File: config.mk
export PLATFORM = sky130hd
export DESIGN_NAME = fifo_rr_scheduler
export DESIGN_NICKNAME = d
export VERILOG_FILES = /design/src/rtl/fifo_rr_scheduler.sv
export SDC_FILE = /design/constraint.sdc
export NUM_CORES = 1
export LEC_CHECK = 0
export ABC_AREA = 1
export CAP_MARGIN = 20
export CORE_MARGIN = 2
export CORE_UTILIZATION = 45
export DETAILED_ROUTE_END_ITERATION = 8
export GPL_ROUTABILITY_DRIVEN = 0
export PLACE_DENSITY = 0.95
export SYNTH_ARGS = -nofsm -noshare
export SYNTH_HDL_FRONTEND = slang
export SYNTH_SLANG_ARGS = --single-unit
File: constraint.sdc
create_clock -name clk -period 5.8 [get_ports clk]
set_clock_uncertainty 0.15 [all_clocks]
set_input_delay 0.87 -clock clk [delete_from_list [all_inputs] [get_ports clk]]
set_output_delay 0.87 -clock clk [all_outputs]
set_load 0.02 [all_outputs]
File: src/rtl/fifo_rr_scheduler.sv
// fifo_rr_scheduler
//   Round-robin write scheduler and read sequencer wrapped around one FifoSync.
//   NUM_REQ producers are arbitrated onto the FIFO write port. Occupancy is
//   tracked here because the FIFO has no flags. The FIFO read port is turned
//   into a registered valid/ready output stream.
// Ports
//   clk, reset            rising-edge clock, synchronous active-high reset
//   req_valid/req_data    producer words, producer i at [i*DATA_W +: DATA_W]
//   req_ready, grant_id   one-hot grant and index of the granted producer
//   fifo_wen/fifo_wdata   FifoSync write port
//   fifo_ren/fifo_rdata   FifoSync read port (rdata valid 1 cycle after ren)
//   out_valid/out_data    registered output word, taken on out_valid&out_ready
//   level, full, empty    words held inside the FIFO (out_data not counted)
module fifo_rr_scheduler #(
  parameter int NUM_REQ = 4,
  parameter int DATA_W  = 8,
  parameter int DEPTH   = 16,
  parameter int IDW     = $clog2(NUM_REQ),
  parameter int LW      = $clog2(DEPTH + 1)
) (
  input  logic                      clk,
  input  logic                      reset,
  input  logic [NUM_REQ-1:0]        req_valid,
  input  logic [NUM_REQ*DATA_W-1:0] req_data,
  output logic [NUM_REQ-1:0]        req_ready,
  output logic [IDW-1:0]            grant_id,
  output logic                      fifo_wen,
  output logic [DATA_W-1:0]         fifo_wdata,
  output logic                      fifo_ren,
  input  logic [DATA_W-1:0]         fifo_rdata,
  output logic                      out_valid,
  output logic [DATA_W-1:0]         out_data,
  input  logic                      out_ready,
  output logic [LW-1:0]             level,
  output logic                      full,
  output logic                      empty
);

  typedef enum logic [1:0] {IDLE = 2'd0, WAIT = 2'd1, HOLD = 2'd2} rd_state_t;

  rd_state_t           state_r, state_nxt_s;
  logic [LW-1:0]       level_r;
  logic [IDW-1:0]      rr_last_r;
  logic                out_valid_r;
  logic [DATA_W-1:0]   out_data_r;

  logic                full_s;
  logic                grant_found_s;
  logic [IDW-1:0]      grant_idx_s;
  logic [IDW-1:0]      cand_s;
  logic [NUM_REQ-1:0]  req_ready_s;
  logic                fifo_ren_s;

  assign full_s = (level_r == LW'(DEPTH));

  // Round-robin search starting just after the last granted producer.
  // Grants are suppressed under reset so nothing is written during it.
  always_comb begin
    grant_found_s = 1'b0;
    grant_idx_s   = '0;
    cand_s        = '0;
    req_ready_s   = '0;
    for (int k = 1; k <= NUM_REQ; k++) begin
      cand_s = IDW'((int'(rr_last_r) + k) % NUM_REQ);
      if (!grant_found_s && !reset && !full_s && req_valid[cand_s]) begin
        grant_found_s = 1'b1;
        grant_idx_s   = cand_s;
      end else begin
        grant_found_s = grant_found_s;
      end
    end
    if (grant_found_s) begin
      req_ready_s[grant_idx_s] = 1'b1;
    end else begin
      req_ready_s = '0;
    end
  end

  // Read sequencer next state; fifo_ren only fires when the FIFO holds a word,
  // and a write landing in the same cycle is deliberately not counted.
  always_comb begin
    state_nxt_s = state_r;
    fifo_ren_s  = 1'b0;
    case (state_r)
      IDLE: begin
        if (!reset && (level_r != '0)) begin
          fifo_ren_s  = 1'b1;
          state_nxt_s = WAIT;
        end else begin
          state_nxt_s = IDLE;
        end
      end
      WAIT: begin
        state_nxt_s = HOLD;
      end
      HOLD: begin
        if (out_ready) begin
          if (!reset && (level_r != '0)) begin
            fifo_ren_s  = 1'b1;
            state_nxt_s = WAIT;
          end else begin
            state_nxt_s = IDLE;
          end
        end else begin
          state_nxt_s = HOLD;
        end
      end
      default: begin
        state_nxt_s = IDLE;
      end
    endcase
  end

  // State, occupancy, round-robin pointer and output word registers.
  always_ff @(posedge clk) begin
    if (reset) begin
      state_r     <= IDLE;
      level_r     <= '0;
      rr_last_r   <= IDW'(NUM_REQ - 1);
      out_valid_r <= 1'b0;
      out_data_r  <= '0;
    end else begin
      state_r <= state_nxt_s;
      case ({grant_found_s, fifo_ren_s})
        2'b10:   level_r <= level_r + LW'(1);
        2'b01:   level_r <= level_r - LW'(1);
        default: level_r <= level_r;
      endcase
      if (grant_found_s) begin
        rr_last_r <= grant_idx_s;
      end else begin
        rr_last_r <= rr_last_r;
      end
      case (state_r)
        WAIT: begin
          out_data_r  <= fifo_rdata;
          out_valid_r <= 1'b1;
        end
        HOLD: begin
          if (out_ready) begin
            out_valid_r <= 1'b0;
          end else begin
            out_valid_r <= out_valid_r;
          end
        end
        default: begin
          out_valid_r <= out_valid_r;
        end
      endcase
    end
  end

  assign req_ready  = req_ready_s;
  assign grant_id   = grant_idx_s;
  assign fifo_wen   = grant_found_s;
  assign fifo_wdata = req_data[grant_idx_s*DATA_W +: DATA_W];
  assign fifo_ren   = fifo_ren_s;
  assign out_valid  = out_valid_r;
  assign out_data   = out_data_r;
  assign level      = level_r;
  assign full       = full_s;
  assign empty      = (level_r == '0);

endmodule

Yosys cells after proc, flatten, opt, wreduce, memory -nomap -nowiden
Index checks and enable logic that the tools add are counted.
{"block": "word_totals", "regBits": 18, "inputBits": 47, "output_inout_bits": 32, "word_cells": 76}
{"block": "op_classes", "n_addsub": 6, "n_lt_le_gt_ge": 6, "eq_ne": 6, "n_shift": 1, "muxes": 28, "reduce_logical": 24}
{"cell": "32-bit by 6-bit indexed part select with 8-bit output", "n": 1}
{"cell": "2-bit by 3-bit less-than comparator with 1-bit output (second input constant)", "n": 5}
{"cell": "1-bit logical AND", "n": 13}
{"cell": "1-bit two-way mux", "n": 13}
{"cell": "2-bit two-way mux", "n": 5}
{"cell": "5-bit one-hot mux with 2 select lines", "n": 1}
{"cell": "1-bit binary-select mux with 2-bit select", "n": 4}
{"cell": "2-bit one-hot mux with 3 select lines", "n": 1}
{"cell": "5-bit by 1-bit adder with 5-bit output (second input constant)", "n": 1}
{"cell": "5-bit equality test (second input constant)", "n": 1}
{"cell": "1-bit zero test", "n": 5}
{"cell": "5-bit zero test", "n": 1}
{"cell": "5-bit nonzero test", "n": 1}
{"cell": "5-bit by 1-bit subtractor with 5-bit output (second input constant)", "n": 1}
{"cell": "2-bit by 1-bit adder with 2-bit output (second input constant)", "n": 2}
{"cell": "2-bit adder (second input constant)", "n": 2}
{"cell": "2-bit by 1-bit equality test with 1-bit output (second input constant)", "n": 2}
{"cell": "2-bit equality test (second input constant)", "n": 2}
{"cell": "4-bit two-way mux", "n": 1}
{"cell": "1-bit one-hot mux with 2 select lines", "n": 2}
{"cell": "2-bit nonzero test", "n": 2}
{"cell": "1-bit demux with 2-bit select", "n": 1}
{"cell": "2-bit by 1-bit greater-or-equal comparator with 1-bit output (second input constant)", "n": 1}
{"cell": "2-bit zero test", "n": 1}
{"cell": "other kinds (2)", "n": 2}

Logic depth before layout (Yosys ltp)
Gate-level depths: netlist of the first run.
{"block": "logic_depth", "depth_word": 25, "mapped_depth": 18, "ltp_nobuf": 18}

Worst setup path after synthesis of the first run
Ideal clock, no wire load.
{"block": "synth_timing", "kind": "in2out", "start": "in req_valid[2]", "end": "out req_ready[1]", "t_arrival_ns": 2.205, "t_required_ns": 4.780, "slack_ns": 2.575, "cell_stages": 11, "path_buffers": 0, "path_cell_list": "inv_1 -> nand2_1 -> nand3_2 -> nand2_4 -> nor2_8 -> nand2_8 -> nor2_4 -> nor2_8 -> nand2_1 -> inv_2 -> nor2_1"}
{"block": "synth_between", "elab_chain_len": 24, "elab_cells_between_ends": 35, "classes_between": "2 x order compare; 19 x mux; 14 x reduce/logical"}
{"element": "start: declaration", "line_no": "23", "source": "input logic [NUM_REQ-1:0] req_valid,"}
{"element": "1-bit binary-select mux with 2-bit select", "line_no": "65", "source": "if (!grant_found_s && !reset && !full_s && req_valid[cand_s]) begin"}
{"element": "1-bit two-way mux (not written as such)", "line_no": "65"}
{"element": "1-bit logical AND", "line_no": "65"}
{"element": "1-bit two-way mux", "line_no": "65"}
{"element": "1-bit zero test", "line_no": "65"}
{"element": "1-bit logical AND (3 in series)", "line_no": "65"}
{"element": "1-bit two-way mux", "line_no": "65"}
{"element": "1-bit zero test", "line_no": "65"}
{"element": "[... 5 more ...]"}
{"element": "1-bit logical AND (3 in series)", "line_no": "65"}
{"element": "2-bit two-way mux (*)", "line_no": "65"}
{"element": "named net grant_id[0]", "line_no": "26", "source": "output logic [IDW-1:0] grant_id,"}
{"element": "2-bit by 3-bit less-than comparator with 1-bit output (not written as such) or 2-bit by 1-bit greater-or-equal comparator with 1-bit output (tied branches)", "line_no": "73", "source": "req_ready_s[grant_idx_s] = 1'b1;"}
{"element": "1-bit logical AND (not written as such)", "line_no": "73"}
{"element": "1-bit two-way mux (not written as such)", "line_no": "73"}
{"element": "1-bit demux with 2-bit select (*)", "line_no": "73"}
{"element": "4-bit two-way mux (*)", "line_no": "72", "source": "if (grant_found_s) begin"}
{"element": "end: declaration", "line_no": "25", "source": "output logic [NUM_REQ-1:0] req_ready,"}
The timed path passes the listed nets; every way through them passes the cells marked *. The select of a mux whose other input is x is not followed.

Worst setup path after layout of the first run
{"block": "layout_timing", "start": "in reset", "end": "out req_ready[1]"}
{"block": "layout_between", "elab_chain_len": 24, "elab_cells_between_ends": 29, "classes_between": "2 x order compare; 11 x mux; 16 x reduce/logical"}
{"element": "start: declaration", "line_no": "22", "source": "input logic reset,"}
{"element": "1-bit zero test (*)", "line_no": "65"}
{"element": "1-bit logical AND (2 in series)", "line_no": "65"}
{"element": "1-bit two-way mux", "line_no": "65"}
{"element": "1-bit zero test", "line_no": "65"}
{"element": "1-bit logical AND (3 in series)", "line_no": "65"}
{"element": "1-bit two-way mux", "line_no": "65"}
{"element": "1-bit zero test", "line_no": "65"}
{"element": "1-bit logical AND (3 in series)", "line_no": "65"}
{"element": "1-bit two-way mux", "line_no": "65"}
{"element": "1-bit zero test", "line_no": "65"}
{"element": "1-bit logical AND (3 in series)", "line_no": "65"}
{"element": "2-bit two-way mux", "line_no": "65"}
{"element": "2-bit by 3-bit less-than comparator with 1-bit output (not written as such) or 2-bit by 1-bit greater-or-equal comparator with 1-bit output (tied branches)", "line_no": "73"}
{"element": "1-bit logical AND (not written as such)", "line_no": "73"}
{"element": "1-bit two-way mux (not written as such)", "line_no": "73"}
{"element": "1-bit demux with 2-bit select", "line_no": "73"}
{"element": "4-bit two-way mux (*)", "line_no": "72"}
Mark *: on every way between the ends. The rest lies on a longest branch, timed or not.

==> reports/qor.csv, run 1 <==
metric;value;unit
status;finished clean;
ys_types;32;
p_per_area;624;nW/um^2
setup_slack;1210;ps
vias_per_cell;5.05;
arrival;3570;ps
maxSlewHeadroom;0.551;
drive_gt1_frac;0.138;
synth-seq-cells;18;
path_cells;clkdlybuf4s50_1 > inv_1 > nand2_2 > nor2_2 > nand4_4 > nand2_1 > inv_2 > nor2_1 > clkdlybuf4s50_1;
die_h;65.3;um
num_antenna_cells;0;
drt.antenna.violating_nets;0;
routed-via-count;1928;
p_switching;0.838;mW
critPathLaunchType;input pin;
portBuffers;78;
tns;0;ps
critPathKind;input pin to output port;
final_nets;387;
grt_max_degree;18;
io_pins;79;
ff2ff_setup_slack;2070;ps
routed_wl;4.79;mm
clockPowerShare;0.066;
die_w;65.3;um
clockBufferDepth;2;
drtPass1Iterations;4;
grt_pass1_wl;7.85;mm
grt_usage;0.228;
drv_cap;0;
p_leak;1.20;nW
hp-class;flop to flop;
finalMaxSlewViolations;0;
max_freq;218;MHz
finish.utilization;0.694;
cts_setup_buffers;0;
gr-total-overflow;0;
ys_warn_count;0;
timing.critical_path.mode_cell;clkdlybuf4s50_1;
syn_avg_cell_area;6.52;um^2
core;3630;um^2
grt_pass1_vias;1803;
wl_per_cell;12.5;um
rsz0062_at_grt;false;
multi_input_area;1170;um^2
synth_area;1690;um^2
cts_root_buffer;clkbuf_8;
cts_resized;0;
drcViolationCount;0;
slowest_delay;630;ps
num_rows;22;
power_frac_comb;0.789;
cp.required;4780;ps
ctsHoldBuffers;0;
htreeDepth;1;
peakVddDrop;384;uV
area_growth;49.3;%
p_int;0.735;mW
clk_latency;260;ps
initial_core_util;0.465;
worstPathMaxFanout;17;
drtIter0Drc;138;
period_minus_slack;4590;ps
holdWs;334;ps
syn_inst;259;
path_clk_slew;70;ps
crit_slowest_cell;clkdlybuf4s50_1;
cts_tree;yes;
cts_buffers;3;
syn_nets;311;
tightest_slew;673;ps
ys_seq_area_frac;0.213;
swShare;0.533;
regArea;360;um^2
antenna_found_initial;0;
dp_hpwl;3.62;mm
p_seq_frac;0.145;
dpl_worst_slack;1210;ps
n_fill_cell;311;
cts_sinks;18;
fin_crit_sh;0.791;
setup_viol;0;
hold_viol;0;
dieArea;4260;um^2
endpoint_kind;output port;
## worst paths after layout
path                                                start                        to  cells past startpoint
worst max-delay path                                reset              req_ready[1]                      9
worst min-delay path             out_data[7]$_SDFFE_PP0P_  out_data[7]$_SDFFE_PP0P_                      2
worst max register to register  rr_last_r[0]$_SDFFE_PP1P_     level[4]$_SDFFE_PP0P_                     17
worst min register to register   out_data[7]$_SDFFE_PP0P_  out_data[7]$_SDFFE_PP0P_                      2
## cell families (layout without fill, tap and decap cells)
family | Yosys count | after routing | synth area share
fa+ha+maj | 5 | 5 | 0.0415
flops | 18 | 18 | 0.213
buf+inv | 32 | 107 | 0.0933
xor+xnor | 2 | 2 | 0.0104
compound gates | 23 | 23 | 0.0837
simple gates | 179 | 179 | 0.558
## through the flow
stage	cells	power, mW	area [um^2]
3_3_place_gp	378	1.43	2470
4_1_cts	382	1.57	2520
6_report	382	1.57	2520
3_5_place_dp	378	1.46	2470
2_1_floorplan	259	1.06	1690
5_1_grt	382	1.70	2520
## worst max-delay path, delay by kind of cell
family / cells / cell delay, ps
buffers and inverters: 4 / 1500
AND/OR/NAND/NOR: 5 / 1170
## placed cells by master (no fill, tap or decap), types with 2 or more instances in the layout
master | netlist | final
inv_1 | 19 | 19
clkdlybuf4s50_1 | 0 | 78
nand3_1 | 27 | 27
a211oi_1 | 3 | 3
ha_1 | 4 | 4
nor2_1 | 31 | 31
nand3_2 | 14 | 14
o21ai_0 | 14 | 14
nor2_2 | 2 | 2
inv_2 | 5 | 5
a21oi_1 | 4 | 4
nand2_2 | 10 | 10
nor2_8 | 3 | 3
nand2_1 | 83 | 83
nand2_4 | 2 | 2
dfxtp_1 | 18 | 18
clkbuf_8 | 0 | 4
xnor2_1 | 2 | 2
## flip-flops by register name (all words and copies together) (netlist names)
signal / cells
out_data: 8
level: 5
rr_last_r: 2
state_r: 2
out_valid: 1
## cells in the mapped netlist (all sizes together)
master,number,area (um^2)
clkbuf,2,11.3
nor3b,1,7.51
xnor2,2,17.5
a21oi,4,20.0
dfxtp,18,360
nor2,37,200
inv,24,90.1
o22ai,1,12.5
o21ai,15,86.3
a211oi,3,22.5
nand3,41,275
fa,1,20.0
buf,5,52.5
nor3,2,15.0
ha,4,50.1
nand4,2,27.5
nand2,96,417
clkinv,1,3.75
## layout make-up
| cell class | instances | share of cell area |
|---|---|---|
| inverters | 25 | 0.0372 |
| flip-flops and latches | 18 | 0.143 |
| multi-input cells | 209 | 0.465 |
| well taps | 48 | 0.0238 |
| clock buffers | 4 | 0.0218 |
| repair buffers | 78 | 0.310 |
## metal layers
metal | vias to the layer above | routed length, um | track usage
li1 | 983 | - | -
met1 | 867 | 1940 | 0.272
met2 | 65 | 2480 | 0.403
met3 | 13 | 253 | 0.0274
met4 | 0 | 111 | 0.109
met5 | - | 0 | 0
## power by group through the flow
stage	Combinational [mW]	Sequential [mW]	Clock [mW]
final	1.24	0.228	0.104
after global routing	1.36	0.235	0.110
after CTS	1.24	0.228	0.104
after detailed placement	1.23	0.229	0
after global placement	1.20	0.228	0
after floorplan	0.806	0.256	0
Note: power is estimated with default switching activity, not from simulation.
==> run 2, diff against run 1 <==
--- a/config.mk
+++ b/config.mk
@@ -8,10 +8,10 @@
 export ABC_AREA = 1
 export CAP_MARGIN = 20
 export CORE_MARGIN = 2
-export CORE_UTILIZATION = 45
+export CORE_UTILIZATION = 38
 export DETAILED_ROUTE_END_ITERATION = 8
 export GPL_ROUTABILITY_DRIVEN = 0
-export PLACE_DENSITY = 0.95
+export PLACE_DENSITY = 0.9
 export SYNTH_ARGS = -nofsm -noshare
 export SYNTH_HDL_FRONTEND = slang
 export SYNTH_SLANG_ARGS = --single-unit
==> constraint.sdc (replaced) <==
create_clock -name clk -period 4.2 [get_ports clk]
set_clock_uncertainty 0.15 [all_clocks]
set_input_delay 0.63 -clock clk [delete_from_list [all_inputs] [get_ports clk]]
set_output_delay 0.63 -clock clk [all_outputs]
set_load 0.02 [all_outputs]
==> run 2 against run 1 <==
  * Clock-buffer cell count unchanged
  * Cell count up 1.6%
  * Routed wire length down 7.8%
  * Largest power group unchanged
==> reports/qor.csv, run 2 (same netlist as run 1, synthesis figures left out) <==
metric;value;unit
status;finished clean;
critPathLaunchType;input pin;
num_rows;24;
core;4320;um^2
grt_pass1_vias;1840;
cts_buffers;3;
p_per_area;846;nW/um^2
reg2reg_depth;17;
setup_viol;0;
drt.antenna.violating_nets;0;
final_nets;389;
dieArea;4990;um^2
cts_resized;0;
crit_slowest_cell;clkdlybuf4s50_1;
finalMaxSlewViolations;0;
initial_core_util;0.391;
hold_start;out_data[6]$_SDFFE_PP0P_;
hp-class;flop to flop;
cts_setup_buffers;0;
arrival;3090;ps
reg2reg_from;rr_last_r[0]$_SDFFE_PP1P_;
p_leak;1.21;nW
cts_tree;yes;
path_clk_slew;60;ps
path_cells;clkdlybuf4s50_1 > inv_1 > nand2_1 > nand2_1 > nand2_1 > nand2_1 > nor2_2 > nand4_4 > nand2_1 > inv_2 > nor2_1 > clkdlybuf4s50_1;
period_minus_slack;3870;ps
cp_top_family;buffers and inverters;
min_delay_path_depth;2;
crit_buf_inv;4;
cts_sinks;18;
grt_usage;0.176;
swShare;0.526;
largest_register_ffs;8;
num_antenna_cells;0;
die_w;70.7;um
slowest_delay;610;ps
path_depth;12;
drv_cap;0;
grt_max_degree;18;
n_fill_cell;424;
htreeDepth;1;
io_pins;79;
holdWs;341;ps
grt_pass1_wl;7.58;mm
drtIter0Drc;82;
max_freq;258;MHz
clockBufferDepth;2;
cp.required;3420;ps
finish.utilization;0.588;
worstPathMaxFanout;17;
drtPass1Iterations;6;
drive_gt1_frac;0.143;
fin_crit_sh;0.922;
timing.critical_path.mode_cell;nand2_1;
mostFrequentLayoutCell;nand2_1;
power_frac_comb;0.793;
p_switching;1.13;mW
placed_area;2490;um^2
critPathKind;input pin to output port;
antenna_found_initial;0;
rsz0062_at_grt;false;
portBuffers;78;
gr-total-overflow;0;
mostFrequentLayoutCells;nand2_1, clkdlybuf4s50_1, nor2_1;
endpoint_kind;output port;
p_int;1.02;mW
final_area;2540;um^2
clk_latency;240;ps
clockPowerShare;0.064;
die_h;70.7;um
routed_wl;4.42;mm
tns;0;ps
dp_hpwl;3.45;mm
ctsHoldBuffers;0;
routed-via-count;1892;
tightest_slew;440;ps
maxSlewHeadroom;0.706;
wl_per_cell;11.4;um
drcViolationCount;0;
hold_viol;0;
p_seq_frac;0.143;
area_growth;50.4;%
cts_root_buffer;clkbuf_8;
vias_per_cell;4.88;
startpoint;req_valid[0];
peakVddDrop;419;uV
==> run 2: per-layer routing <==
metal | part of all wire | global-route usage | wire, um
met5 | 0 | 0 | 0
met4 | 0.016 | 0.0650 | 72
met3 | 0.048 | 0.0228 | 211
met2 | 0.50 | 0.322 | 2220
met1 | 0.43 | 0.211 | 1910
==> run 2: worst min-delay path, delay by kind of cell, from the launching register on <==
kind	cells	cell delay, ps
flops	1	310
simple gates	2	140
==> run 2: cell type report <==
class / instances / area, um^2 / share of cell area
multi-input combinational: 209 / 1170 / 0.461
timing repair buffer: 80 / 796 / 0.313
sequential: 18 / 360 / 0.142
inverter: 25 / 93.8 / 0.0369
tap: 52 / 65.1 / 0.0256
clock buffer: 4 / 55.1 / 0.0217
==> run 2: power groups by stage <==
stage	Sequential, mW	Combinational (mW)	Clock, mW
after floorplan	0.354	1.11	0
after global placement	0.305	1.68	0
after detailed placement	0.309	1.71	0
after CTS	0.308	1.71	0.138
after global routing	0.318	1.87	0.147
final	0.307	1.71	0.137
==> run 2: worst paths after layout <==
| path | to | slack (ps) |
|---|---|---|
| worst max-delay path | req_ready[1] | 330 |
| worst min-delay path | out_data[6]$_SDFFE_PP0P_ | 340 |
| worst max register to register | level[4]$_SDFFE_PP0P_ | 780 |
| worst min register to register | out_data[6]$_SDFFE_PP0P_ | 340 |
==> run 2: per-stage QoR <==
step	setup slack (ps)	instances	total power, mW
floorplan	1260	259	1.47
global placement	392	384	1.99
detailed placement	348	384	2.02
CTS	337	388	2.16
global route	129	388	2.33
finish	329	388	2.15
==> run 3, diff against run 2 <==
--- a/config.mk
+++ b/config.mk
@@ -6,6 +6,7 @@
 export NUM_CORES = 1
 export LEC_CHECK = 0
 export ABC_AREA = 1
+export ABC_CLOCK_PERIOD_IN_PS = 4200
 export CAP_MARGIN = 20
 export CORE_MARGIN = 2
 export CORE_UTILIZATION = 38
==> results of run 3 <==
No change in the layout: final DEF, timing and power equal those of run 2.
